### config.mk
export PLATFORM = sky130hd
export DESIGN_NAME = alu_seq_unit
export DESIGN_NICKNAME = d
export VERILOG_FILES = /design/src/rtl/alu_seq_unit.sv
export SDC_FILE = /design/constraint.sdc
export NUM_CORES = 1
export LEC_CHECK = 0
export CORE_ASPECT_RATIO = 0.5
export CORE_MARGIN = 5
export CORE_UTILIZATION = 30
export CTS_CLUSTER_DIAMETER = 60
export DETAILED_ROUTE_END_ITERATION = 8
export PLACE_DENSITY = 0.57
export SETUP_SLACK_MARGIN = 0.2
export SYNTH_ARGS = -nofsm -noshare
export SYNTH_HDL_FRONTEND = slang
export SYNTH_SLANG_ARGS = --single-unit
export TNS_END_PERCENT = 5
### constraint.sdc
create_clock -name clk -period 3.13 [get_ports clk]
set_clock_uncertainty 0.05 [all_clocks]
set_input_delay 0.939 -clock clk [delete_from_list [all_inputs] [get_ports clk]]
set_output_delay 0.939 -clock clk [all_outputs]
set_load 0.02 [all_outputs]
### src/rtl/alu_seq_unit.sv
// alu_seq_unit: handshaked ALU between register read and writeback; MUL and DIV iterate one bit per cycle.
// Define ALU_SEQ_DIV_EN to build the restoring divider; without it DIV reports an error like an illegal opcode.

package alu_seq_pkg;
  localparam int unsigned OP_NOT = 0;
  localparam int unsigned OP_AND = 1;
  localparam int unsigned OP_OR  = 2;
  localparam int unsigned OP_XOR = 3;
  localparam int unsigned OP_ADD = 4;
  localparam int unsigned OP_SUB = 5;
  localparam int unsigned OP_MUL = 6;
  localparam int unsigned OP_DIV = 7;
  localparam int unsigned OP_INC = 8;
  localparam int unsigned OP_DEC = 9;
endpackage

module alu_seq_unit
  import alu_seq_pkg::*;
#(
  parameter int WORD_SIZE = 19,
  parameter int OPCODE_W  = 5,
  parameter int CNT_W     = $clog2(WORD_SIZE + 1)
) (
  input  logic                 clk,
  input  logic                 reset,
  input  logic                 in_valid,
  output logic                 in_ready,
  input  logic [OPCODE_W-1:0]  opcode,
  input  logic [WORD_SIZE-1:0] operand_1,
  input  logic [WORD_SIZE-1:0] operand_2,
  input  logic                 flush,
  output logic                 out_valid,
  input  logic                 out_ready,
  output logic [WORD_SIZE-1:0] result,
  output logic [WORD_SIZE-1:0] remainder,
  output logic                 flag_zero,
  output logic                 flag_neg,
  output logic                 flag_carry,
  output logic                 flag_ovf,
  output logic                 flag_err
);

  localparam int MSB = WORD_SIZE - 1;

  typedef enum logic [1:0] {S_IDLE, S_BUSY, S_DONE} state_t;
  typedef enum logic [3:0] {
    K_NOT, K_AND, K_OR, K_XOR, K_ADD, K_SUB, K_INC, K_DEC, K_MUL, K_DIV, K_ILL
  } kind_t;

  state_t               state, state_next;
  kind_t                kind;
  logic                 accept, start_iter, finish_iter, load_out;
  logic                 is_div;
  logic [CNT_W-1:0]     cnt;
  logic [WORD_SIZE-1:0] acc_hi, acc_lo, op_b, iter_hi, iter_lo;
  logic [WORD_SIZE:0]   mul_sum, sum_ext;
  logic [WORD_SIZE-1:0] rhs, sc_result, sc_rem, ld_result, ld_rem;
  logic                 sub_op, sc_carry, sc_ovf, sc_err, ld_carry, ld_ovf, ld_err;
`ifdef ALU_SEQ_DIV_EN
  logic [WORD_SIZE:0]   div_shift, div_trial;
`endif

  // NOTE: every signal written in an always_comb gets a default first, so no path can infer a latch.
  always_comb begin : decode
    kind = K_ILL;
    case (opcode)
      OPCODE_W'(OP_NOT): kind = K_NOT;
      OPCODE_W'(OP_AND): kind = K_AND;
      OPCODE_W'(OP_OR):  kind = K_OR;
      OPCODE_W'(OP_XOR): kind = K_XOR;
      OPCODE_W'(OP_ADD): kind = K_ADD;
      OPCODE_W'(OP_SUB): kind = K_SUB;
      OPCODE_W'(OP_MUL): kind = K_MUL;
      OPCODE_W'(OP_INC): kind = K_INC;
      OPCODE_W'(OP_DEC): kind = K_DEC;
`ifdef ALU_SEQ_DIV_EN
      OPCODE_W'(OP_DIV): kind = K_DIV;
`else
      OPCODE_W'(OP_DIV): kind = K_ILL;
`endif
      default:           kind = K_ILL;
    endcase
    start_iter = (kind == K_MUL) || ((kind == K_DIV) && (operand_2 != '0));
  end

  always_comb begin : single_cycle
    sub_op    = (kind == K_SUB) || (kind == K_DEC);
    rhs       = ((kind == K_INC) || (kind == K_DEC)) ? WORD_SIZE'(1) : operand_2;
    sum_ext   = sub_op ? ({1'b0, operand_1} - {1'b0, rhs}) : ({1'b0, operand_1} + {1'b0, rhs});
    sc_result = '0;
    sc_rem    = '0;
    sc_carry  = 1'b0;
    sc_ovf    = 1'b0;
    sc_err    = 1'b0;
    case (kind)
      K_NOT: sc_result = ~operand_1;
      K_AND: sc_result = operand_1 & operand_2;
      K_OR:  sc_result = operand_1 | operand_2;
      K_XOR: sc_result = operand_1 ^ operand_2;
      K_ADD, K_SUB, K_INC, K_DEC: begin
        sc_result = sum_ext[MSB:0];
        sc_carry  = sum_ext[WORD_SIZE];
        // Add overflows on like-signed operands, subtract on unlike-signed, when the result sign flips.
        sc_ovf    = ((operand_1[MSB] ^ rhs[MSB]) == sub_op) && (sum_ext[MSB] != operand_1[MSB]);
      end
      K_DIV: begin
        sc_result = '1;
        sc_rem    = operand_1;
        sc_err    = 1'b1;
      end
      K_MUL:   sc_result = '0;
      default: sc_err    = 1'b1;
    endcase
  end

  // acc_hi:acc_lo is the double-width product for MUL and remainder:quotient for DIV.
  always_comb begin : iterate
    mul_sum = {1'b0, acc_hi} + (acc_lo[0] ? {1'b0, op_b} : '0);
    iter_hi = mul_sum[WORD_SIZE:1];
    iter_lo = {mul_sum[0], acc_lo[MSB:1]};
`ifdef ALU_SEQ_DIV_EN
    div_shift = {acc_hi, acc_lo[MSB]};
    div_trial = div_shift - {1'b0, op_b};
    if (is_div) begin
      iter_hi = div_trial[WORD_SIZE] ? div_shift[MSB:0] : div_trial[MSB:0];
      iter_lo = {acc_lo[MSB-1:0], ~div_trial[WORD_SIZE]};
    end
`endif
  end

  always_comb begin : load_select
    if (state == S_BUSY) begin
      ld_result = iter_lo;
      ld_rem    = is_div ? iter_hi : '0;
      ld_carry  = 1'b0;
      ld_ovf    = !is_div && (|iter_hi);
      ld_err    = 1'b0;
    end else begin
      ld_result = sc_result;
      ld_rem    = sc_rem;
      ld_carry  = sc_carry;
      ld_ovf    = sc_ovf;
      ld_err    = sc_err;
    end
  end

  always_comb begin : fsm_next
    state_next  = state;
    in_ready    = (state == S_IDLE) || ((state == S_DONE) && out_ready);
    accept      = in_valid && in_ready && !flush;
    finish_iter = (state == S_BUSY) && (cnt == '0) && !flush;
    load_out    = (accept && !start_iter) || finish_iter;
    unique case (state)
      S_IDLE, S_DONE: begin
        if (flush)                               state_next = S_IDLE;
        else if (accept)                         state_next = start_iter ? S_BUSY : S_DONE;
        else if ((state == S_DONE) && out_ready) state_next = S_IDLE;
      end
      S_BUSY: begin
        if (flush)            state_next = S_IDLE;
        else if (cnt == '0)   state_next = S_DONE;
      end
      default: state_next = S_IDLE;
    endcase
  end

  assign out_valid = (state == S_DONE);

  // NOTE: sequential state is updated with non-blocking assignments only, so every flop samples pre-edge values.
  always_ff @(posedge clk or negedge reset) begin
    if (!reset) state <= S_IDLE;
    else        state <= state_next;
  end

  // NOTE: the datapath registers are plain flops, not memories, so they are cleared on reset like the state.
  always_ff @(posedge clk or negedge reset) begin
    if (!reset) begin
      acc_hi     <= '0;
      acc_lo     <= '0;
      op_b       <= '0;
      cnt        <= '0;
      is_div     <= 1'b0;
      result     <= '0;
      remainder  <= '0;
      flag_zero  <= 1'b0;
      flag_neg   <= 1'b0;
      flag_carry <= 1'b0;
      flag_ovf   <= 1'b0;
      flag_err   <= 1'b0;
    end else begin
      if (accept && start_iter) begin
        acc_hi <= '0;
        acc_lo <= (kind == K_DIV) ? operand_1 : operand_2;
        op_b   <= (kind == K_DIV) ? operand_2 : operand_1;
        cnt    <= CNT_W'(WORD_SIZE - 1);
        is_div <= (kind == K_DIV);
      end else if ((state == S_BUSY) && !flush) begin
        acc_hi <= iter_hi;
        acc_lo <= iter_lo;
        cnt    <= cnt - CNT_W'(1);
      end
      if (load_out) begin
        result     <= ld_result;
        remainder  <= ld_rem;
        flag_zero  <= (ld_result == '0);
        flag_neg   <= ld_result[MSB];
        flag_carry <= ld_carry;
        flag_ovf   <= ld_ovf;
        flag_err   <= ld_err;
      end
    end
  end

endmodule

# Word-level counts from Yosys, hierarchy flattened
# Memory sizes are Yosys's and may differ from the RTL's.
# Cells that the tools add are included.
dict set report op_classes {
  n_bitwise 5
  add_sub_neg 4
  shift 0
  mux 30
  eq_ne 15
  multipliers 0
  n_div 0
  magnitude_cmp 0
  n_reduce_logical 30
}
# op count
set ops {}
lappend ops {{$mux W19} 12}
lappend ops {{$pmux W19 S6} 1}
lappend ops {{$add A19 B19 Y20} 2}
lappend ops {{$mux W20} 1}
lappend ops {{$sub A19 B19 Y20} 1}
lappend ops {{$and A19 B19 Y19} 1}
lappend ops {{$logic_not A19 Y1} 1}
lappend ops {{$not A19 Y19} 1}
lappend ops {{$or A19 B19 Y19} 1}
lappend ops {{$reduce_bool A19 Y1} 1}
lappend ops {{$reduce_or A19 Y1} 1}
lappend ops {{$xor A19 B19 Y19} 1}
lappend ops {{$eq A4 B3 Y1 const B} 4}
lappend ops {{$mux W2} 6}
lappend ops {{$logic_and A1 B1 Y1} 11}
lappend ops {{$mux W5} 2}
lappend ops {{$reduce_or A9 Y1} 1}
lappend ops {{$eq A4 B2 Y1 const B} 2}
lappend ops {{$eq A4 B4 Y1 const B} 2}
lappend ops {{$mux W1} 6}
lappend ops {{$logic_not A5 Y1} 1}
lappend ops {{$logic_or A1 B1 Y1} 5}
lappend ops {{$sub A5 B1 Y5 const B} 1}
lappend ops {{$eq A4 B1 Y1 const B} 1}
lappend ops {{16 further kinds} 18}
dict set report totals {
  register_bits 108
  mem_count 1
  elab_cells 98
  input_bits 48
  latchBits 0
  mem_bits_rw 0
  output_inout_bits 45
  romBits 64
}
# memory depth width read_ports rd_ports_with_merged_regs wr line
set mem_list {}
lappend mem_list {{(no name shown)} 16 4 1 0 0 66} ;# case (opcode)

# Logic depth before layout (Yosys ltp)
# Gate-level depths: netlist of run 1.
# An unclocked memory read counts as a cell.
dict set report depth {
  word_depth 11
  depth_mapped 21
  ltp_nobuf 19
}

# Worst setup path before layout of run 1
# OpenSTA, ideal clock, no wires.
dict set report synth_timing {
  path_type {input to register}
  startpoint {input opcode[1]}
  endpoint {register flag_ovf}
  path_stages 19
  arrival_ps 4955
  setup_ps 126
  setup_slack_ps -2001
  path_buffers 3
  required_ps 2954
  cell_sequence {buf_2 -> nor4b_1 -> clkbuf_1 -> clkbuf_1 -> nor2_1 -> ha_1 -> nand2_1 -> o21ai_0 -> fa_1 -> nand2b_1 -> a21oi_1 -> o21ai_0 -> a211oi_1 -> nor2_1 -> o311ai_0 -> o211ai_1 -> xor2_1 -> mux2i_1 -> a221o_1}
}
dict set report synth_between {
  elab_chain_len 11
  elab_cells_between_ends 26
  classes_between {2 x add/sub; 8 x eq/ne; 5 x mux; 1 x bitwise; 9 x reduce/logical; 1 x memory}
}
# item line
set synth_lines {}
lappend synth_lines {{start, declared} 28} ;# input logic [OPCODE_W-1:0] opcode,
lappend synth_lines {{$mem_v2 Z16 W4 (*)} --}
lappend synth_lines {{$mux W4 (*)} 66}
lappend synth_lines {{$eq A4 B3 Y1, on equally long branches} {88, 95, 87}}
lappend synth_lines {{$logic_or A1 B1 Y1} 88} ;# rhs = ((kind == K_INC) || (kind == K_DEC)) ? WORD_SIZE'(1) : operand_2;
lappend synth_lines {{$mux W19} 88}
lappend synth_lines {{$add A19 B19 Y20 or $sub A19 B19 Y20 (tied branches)} 89} ;# sum_ext = sub_op ? ({1'b0, operand_1} - {1'b0, rhs}) : ({1'b0, operand_1} + {1'b0, rhs});
lappend synth_lines {{$mux W20} 89}
lappend synth_lines {{$ne A1 B1 Y1} 104} ;# sc_ovf = ((operand_1[MSB] ^ rhs[MSB]) == sub_op) && (sum_ext[MSB] != operand_1[MSB]);
lappend synth_lines {{$logic_and A1 B1 Y1} 104}
lappend synth_lines {{$mux W1} 95} ;# case (kind)
lappend synth_lines {{$mux W1} 132} ;# if (state == S_BUSY) begin
lappend synth_lines {{end signal, assigned} 208} ;# flag_ovf <= ld_ovf;
lappend synth_lines {{end, declared} 39} ;# output logic flag_ovf,
# Mark *: on every way between the ends. The rest lies on a longest branch, timed or not.
# A chain may end at the register's enable or synchronous reset.

# Worst setup path after layout of run 1
dict set report layout_timing {
  startpoint {input operand_2[1]}
  endpoint {register flag_zero}
}
dict set report layout_between {
  elab_chain_len 6
  elab_cells_between_ends 16
  classes_between {2 x add/sub; 4 x mux; 3 x bitwise; 7 x reduce/logical}
}
# item line
set layout_lines {}
lappend layout_lines {{start, declared} 30} ;# input logic [WORD_SIZE-1:0] operand_2,
lappend layout_lines {{$mux W19 or $reduce_bool A19 Y1 (tied branches)} {88, 83}}
lappend layout_lines {{$add A19 B19 Y20 (tied with other cells)} 89}
lappend layout_lines {{$mux W20 or $logic_or A1 B1 Y1 (tied branches)} {89, 83}}
lappend layout_lines {{$pmux W19 S6 or $logic_not A1 Y1 (tied branches)} {95, 152}}
lappend layout_lines {{$mux W19 or $logic_and A1 B1 Y1 (tied branches)} {132, 152}}
lappend layout_lines {{$logic_not A19 Y1 or $logic_or A1 B1 Y1 (tied branches)} {205, 152}}
lappend layout_lines {{end signal, assigned} 205} ;# flag_zero <= (ld_result == '0);
lappend layout_lines {{end, declared} 36} ;# output logic flag_zero,
# Several ways; a longest one is shown, not always the timed one.

==> results of run 1 <==
-- cells in the final DEF, fill, tap and decap left out, drive strengths merged, types with 4 or more instances in the layout --
cell and n:
nor3 14, a31oi 15, clkdlybuf4s50 77, o21bai 10
xor2 12, a22oi 19, o211ai 5, o311ai 5
nand4 4, mux2 11, dfrtp 107, o21ai 89
a221oi 4, nor2b 6, a21o 17, nor2 78
buf 272, inv 59, mux2i 4, nor4 8
or3 7, a211oi 22, o31ai 13, nand2b 14
nand2 141, a22o 11, nand3 30, a21oi 67
and2 23, clkbuf 10, a32oi 8, nor4b 4
dlygate4sd2 4, ha 79, xnor2 27
-- registers in the layout (all words and copies together), names as in the netlist --
| name | cells |
|---|---|
| acc_hi | 19 |
| acc_lo | 19 |
| cnt | 5 |
| flag_carry | 1 |
| flag_err | 1 |
| flag_ovf | 1 |
| flag_zero | 1 |
| is_div | 1 |
| op_b | 19 |
| remainder | 19 |
| result | 19 |
| state | 2 |
-- tightest hold or removal path: stages (launching register included) --
cell and delay (ns):
dfrtp_1 0.34, nand2_1 0.04, o21ai_0 0.06
-- power groups by stage --
stage / clock network, mW / registers, mW / logic, mW
after floorplan: 0 / 1.62 / 0.670
after global placement: 0 / 1.61 / 1.28
after detailed placement: 0 / 1.61 / 1.31
after CTS: 1.20 / 1.59 / 1.45
after global routing: 1.26 / 1.61 / 1.63
final: 1.16 / 1.59 / 1.49
-- area by class of cell --
type	instances	share of cell area [%]
clock buffers	10	1.83
clock inverters	6	0.469
inverters	56	1.68
multi-input cells	797	47.0
flip-flops and latches	107	21.3
well taps	382	3.81
repair buffers	354	23.9
-- routing by layer --
metal  part of all wire (%)  vias to the layer above  track usage, %
met5                      0                        -               0
met4                    1.8                        0            4.39
met3                    5.1                       41            3.04
met2                     48                      222            32.5
met1                     45                     4200            24.5
li1                       -                     4250               -
-- metrics by stage --
stage,total power [mW],util [%],setup TNS [ns]
6_report,4.24,45.5,-12.51
5_1_grt,4.49,45.5,-15.05
4_1_cts,4.24,44.7,-11.69
3_5_place_dp,2.92,41.6,-103.25
3_3_place_gp,2.89,41.6,-97.79
2_1_floorplan,2.29,-,-15.49
-- logic make-up after synthesis --
kind of cell | Yosys count | share of synthesized area, %
AO/OA/AOI/OAI | 316 | 24.7
AND/OR/NAND/NOR | 345 | 19.3
flip-flops | 107 | 32.1
adder cells (fa/ha/maj) | 82 | 12.5
multiplexers | 15 | 1.97
buffers and inverters | 114 | 5.42
XOR/XNOR | 39 | 4.10
-- final timing paths --
check                                       from                   endpoint
hold reg to reg             op_b[11]$_DFFE_PN0P_       op_b[11]$_DFFE_PN0P_
setup reg to reg           acc_lo[0]$_DFFE_PN0P_       flag_ovf$_DFFE_PN0P_
max in group asynchronous                  reset  remainder[12]$_DFFE_PN0P_
setup / recovery                    operand_2[1]      flag_zero$_DFFE_PN0P_
hold / removal              op_b[11]$_DFFE_PN0P_       op_b[11]$_DFFE_PN0P_
min in group asynchronous                  reset      result[2]$_DFFE_PN0P_
-- what timing repair did --
item / 4_1_cts / 5_1_grt
setup buffers: 23 / 3
resized for setup: 146 / 40
endpoints found under the setup margin: 108 / 34
pin swaps: 60 / 46
==> results.md, run 1 <==
- Max transition margin: 39.4%
- Post-synth EDFFs: 0
- Sw Ratio: 34.2%
- Post-DR vias/cell: 5.09
- Crit Path Class: in -> reg
- Yosys reg bits: 107
- Pre-CTS setup slack: -2.08 ns
- Gate Count Post-Synth: 1018
- Final min period: 4.23 ns
- Count leader, synth: nand2_1
- Cell Area, Synth: 8340 µm²
- Post-DP Area: 11500 µm²
- CTS Buf Count: 9
- Crit-path leading delay family: compound AO/OA/AOI/OAI gates
- CP arrival: 4.48 ns
- Clock power frac: 27.4%
- Layout Cells excl Fill: 1712
- Critical path depth: 20
- Net Count, Synth: 1147
- Max-Cap Viols: 0
- Crit-path max cell delay: 0.43 ns
- GP Congestion: 0.915
- Crit path buffers/inverters: 6
- Vias: 8713
- Final Slew Violations: 0
- RSZ-0062 raised after global routing: yes
- Leakage dissipation: 5.94 nW
- Final setup violation count: 18
- Seq/Total Area, Yosys: 32.1%
- Slowest CP cell: a2111oi_2
- Async set or reset register ratio after synthesis: 100%
- Area Growth Syn to Fin: 50.5%
- Status: finished with violations
- Worst-Skew Late Latency: 0.37 ns
- Reg2Reg Depth: 14
- Switching power: 1.45 mW
- Register area: 2680 µm²
- Multi-input logic area: 5900 µm²
- DR pass1 iterations: 5
- Standard-cell row count: 43
- Remaining global-route overflow: 0
- First-pass GRT wire length: 47100 µm
- Overall routing resource usage: 18.7%
- Yosys warns: 0
- CTS max path bufs: 2
- CP Launch Type: input pin
- Internal power: 2.79 mW
- Yosys top cell area share: 32.1%
- Number of H-tree levels: 3
- CTS Sinks: 107
- VDD IR max: 0.267 mV
- Reg clk slew, reported paths: 0.08 ns
- Syn_area_per_cell: 8.19 µm²
- Share of post-route cells with drive strength above 1: 31.1%
- Cts hold-fix bufs: 0
- CP endpoint kind: flip-flop
- Final Cycle Share: 135%
- Synth area leader: dfrtp_1
- Post-synth top flop: dfrtp_1
- FF-to-FF setup slack: -0.25 ns
- Final Cell Area: 12500 µm²
- Worst-path cell chain: dlygate4sd2_1 -> buf_4 -> buf_4 -> nor3_4 -> o21ai_1 -> a32oi_1 -> ha_2 -> o21ai_4 -> a21oi_4 -> buf_6 -> buf_6 -> o21ai_4 -> a211oi_2 -> buf_4 -> o31a_1 -> nor2_1 -> xnor2_1 -> a2111oi_2 -> nand4_1 -> o21ai_2
- Detail Route Antenna Nets: 0
- DR WL/cell: 17.3 µm
- Fill count: 2694
- Post-synth top cells: nand2_1 (141), dfrtp_1 (107), o21ai_0 (87)
- # IOs: 93
- Core Footprint: 27500 µm²
- WL final: 29600 µm
- DRC Markers: 0
- Die H: 128 µm
- Power Dens Cells: 338 nW/µm²
- Combinational share of power: 35.1%
- Die X: 246 µm
- CTS tree: done
- Max Freq: 0.236 GHz
- Buffers added on ports: 92
- Post-DP HPWL: 22300 µm
- Clock Root Buffer: clkbuf_16
- Most used cell, CP: buf_4
- HP Class: reg -> reg
- Worst Max-Slew Pin Slew: 0.901 ns
- WP data required: 3.38 ns
- Antenna violations before repair: 1
- Failing checks: negative setup slack
- Post-synthesis cell type count: 69
- Initial core utilization: 30.3%
- CP max FO: 4
- # placed instances: 1670
- Hold path depth: 2
- Top cells by area, synth: dfrtp_1 (32%), ha_1 (12%), nand2_1 (6.3%)
- Die ar.: 31400 µm²
- NumNets Final: 1454
- Flop pwr share: 37.5%
- Hold_ws: 0.427 ns
- ANT cells: 0
- Number of global-route vias before repair: 8858
- Initial DRC count: 554
- Largest net degree at the start of global routing: 76
- Worst setup margin: -1.10 ns
- Final Hold Vio Count: 0
Power figures use the tool's default switching activity.
==> run 2, diff against run 1 <==
GPL_TIMING_DRIVEN = 1   (was default)
==> results of run 2 <==
No change in the layout: final DEF, timing and power equal those of run 1.
==> run 3, diff against run 2 <==
DONT_BUFFER_PORTS = 1   (was default)
PLACE_DENSITY = 0.52   (was 0.57)
==> results.md, run 3 (synthesis gave the netlist of run 1 again) <==
- Final Slew Violations: 0
- Worst r2r dst: flag_ovf$_DFFE_PN0P_
- Final Hold Vio Count: 0
- Cts hold-fix bufs: 0
- CP arrival: 4.28 ns
- Number of H-tree levels: 3
- Switching power: 1.27 mW
- ANT cells: 0
- Clock Root Buffer: clkbuf_16
- Die ar.: 31400 µm²
- Layout Cells excl Fill: 1512
- CP startpoint: opcode[4]
- Antenna violations before repair: 1
- Max-Cap Viols: 0
- Buffers added on ports: 0
- CP max FO: 8
- Commonest non-fill, non-tap cell in the layout: buf_4
- Remaining global-route overflow: 0
- First-pass GRT wire length: 45400 µm
- Combinational share of power: 25.8%
- WL final: 28100 µm
- Largest net degree at the start of global routing: 108
- Worst setup margin: -0.908 ns
- Fill count: 2841
- Vias: 7995
- CTS Buf Count: 9
- Multi-input logic area: 5570 µm²
- Final Cycle Share: 129%
- Power Dens Cells: 382 nW/µm²
- Detail Route Antenna Nets: 0
- NumNets Final: 1254
- Max Freq: 0.248 GHz
- Share of post-route cells with drive strength above 1: 22.7%
- Failing checks: negative setup slack
- CP Launch Type: input pin
- Worst Max-Slew Pin Slew: 1.07 ns
- Number of global-route vias before repair: 7995
- Flop pwr share: 40.8%
- Standard-cell row count: 43
- Setup TNS: -8.52 ns
- Worst-Skew Late Latency: 0.37 ns
- HP Class: in -> async
- Final setup violation count: 17
- Core Footprint: 27500 µm²
- CTS tree: done
- VDD IR max: 0.240 mV
- # IOs: 93
- # placed instances: 1494
- Max transition margin: 28.4%
- CTS max path bufs: 2
- Post-DR vias/cell: 5.29
- Reg clk slew, reported paths: 0.08 ns
- CP endpoint kind: flip-flop
- Die H: 128 µm
- CTS Sinks: 107
- Initial DRC count: 602
- PnR Total Power: 3.99 mW
- Die X: 246 µm
- Most frequent cells in the layout: buf_4 (152), nand2_1 (140), dfrtp_1 (107), nor2_1 (75), ha_1 (75)
- Status: finished with violations
- Overall routing resource usage: 18.1%
- DRC Markers: 0
- Area Growth Syn to Fin: 25.3%
- Internal power: 2.72 mW
- Sw Ratio: 31.8%
- FF-to-FF setup slack: -0.27 ns
- DR WL/cell: 18.6 µm
- Initial core utilization: 30.3%
- GP Congestion: 0.921
- WP data required: 3.37 ns
- R2r startpoint: acc_lo[0]$_DFFE_PN0P_
- Reg2Reg Depth: 14
- Clock power frac: 33.4%
- Final min period: 4.04 ns
- Leakage dissipation: 4.97 nW
- RSZ-0062 raised after global routing: yes
- DR pass1 iterations: 8
- Crit Path Class: in -> reg
- Register area: 2680 µm²
- Post-DP HPWL: 21200 µm
run 3: timing repair:
item                       CTS  global route
pin swaps                   18            10
cloned                       0             0
setup buffers                0             2
gates resized for setup     37            21
setup endpoints to repair   27            35
run 3: metrics by stage:
stage,util [%],setup WS (ns),area (µm²),hold slack [ns]
global placement,35.8,-1.44,9860,0.411
detailed placement,35.8,-1.43,9860,0.415
floorplan,-,-1.20,8530,0.392
global route,37.9,-1.07,10400,0.189
CTS,37.5,-0.849,10300,0.189
finish,37.9,-0.908,10400,0.210
run 3: worst max-delay path by stage:
stage,end,slack (ns),depth (start not counted)
2_1_floorplan,flag_ovf$_DFFE_PN0P_,-1.20,21
3_3_place_gp,flag_zero$_DFFE_PN0P_,-1.44,17
3_5_place_dp,flag_zero$_DFFE_PN0P_,-1.43,17
4_1_cts,flag_zero$_DFFE_PN0P_,-0.85,18
5_1_grt,flag_zero$_DFFE_PN0P_,-1.07,18
6_report,flag_zero$_DFFE_PN0P_,-0.91,17
run 3: critical path, stage by stage:
cell and delay, ns:
nor4b_4 0.34, nor2_4 0.08, ha_4 0.26, nand2_1 0.06
o21ai_2 0.09, inv_1 0.06, ha_1 0.26, nor2b_2 0.15
o21ai_2 0.22, o21ai_4 0.11, xor2_1 0.15, a222oi_1 0.45
nand4_1 0.20, or4_4 0.49, nor4_4 0.16, nand4_1 0.12
o21ai_1 0.13
run 3: area by class of cell:
class                   instances  share of cell area [%]
clock inverters                 6                    1.03
clock buffers                  10                    2.19
well taps                     382                    4.57
repair buffers                154                    11.2
inverters                      56                    2.01
flip-flops and latches        107                    25.6
multi-input cells             797                    53.3
run 3: routing by layer:
metal  global-route usage [%]  up-vias  routed length, µm
met2                     30.0      201              12900
met4                     5.18        0                716
met1                     24.4     3889              12900
li1                         -     3859                  -
met5                        0        -                  0
met3                     3.08       46               1530
run 3: power groups by stage:
stage               clock network [mW]  logic [mW]  registers, mW
CTS                               1.39        1.00           1.63
floorplan                            0       0.670           1.62
finish                            1.33        1.03           1.63
global route                      1.43        1.14           1.64
detailed placement                   0       0.964           1.65
global placement                     0       0.944           1.65
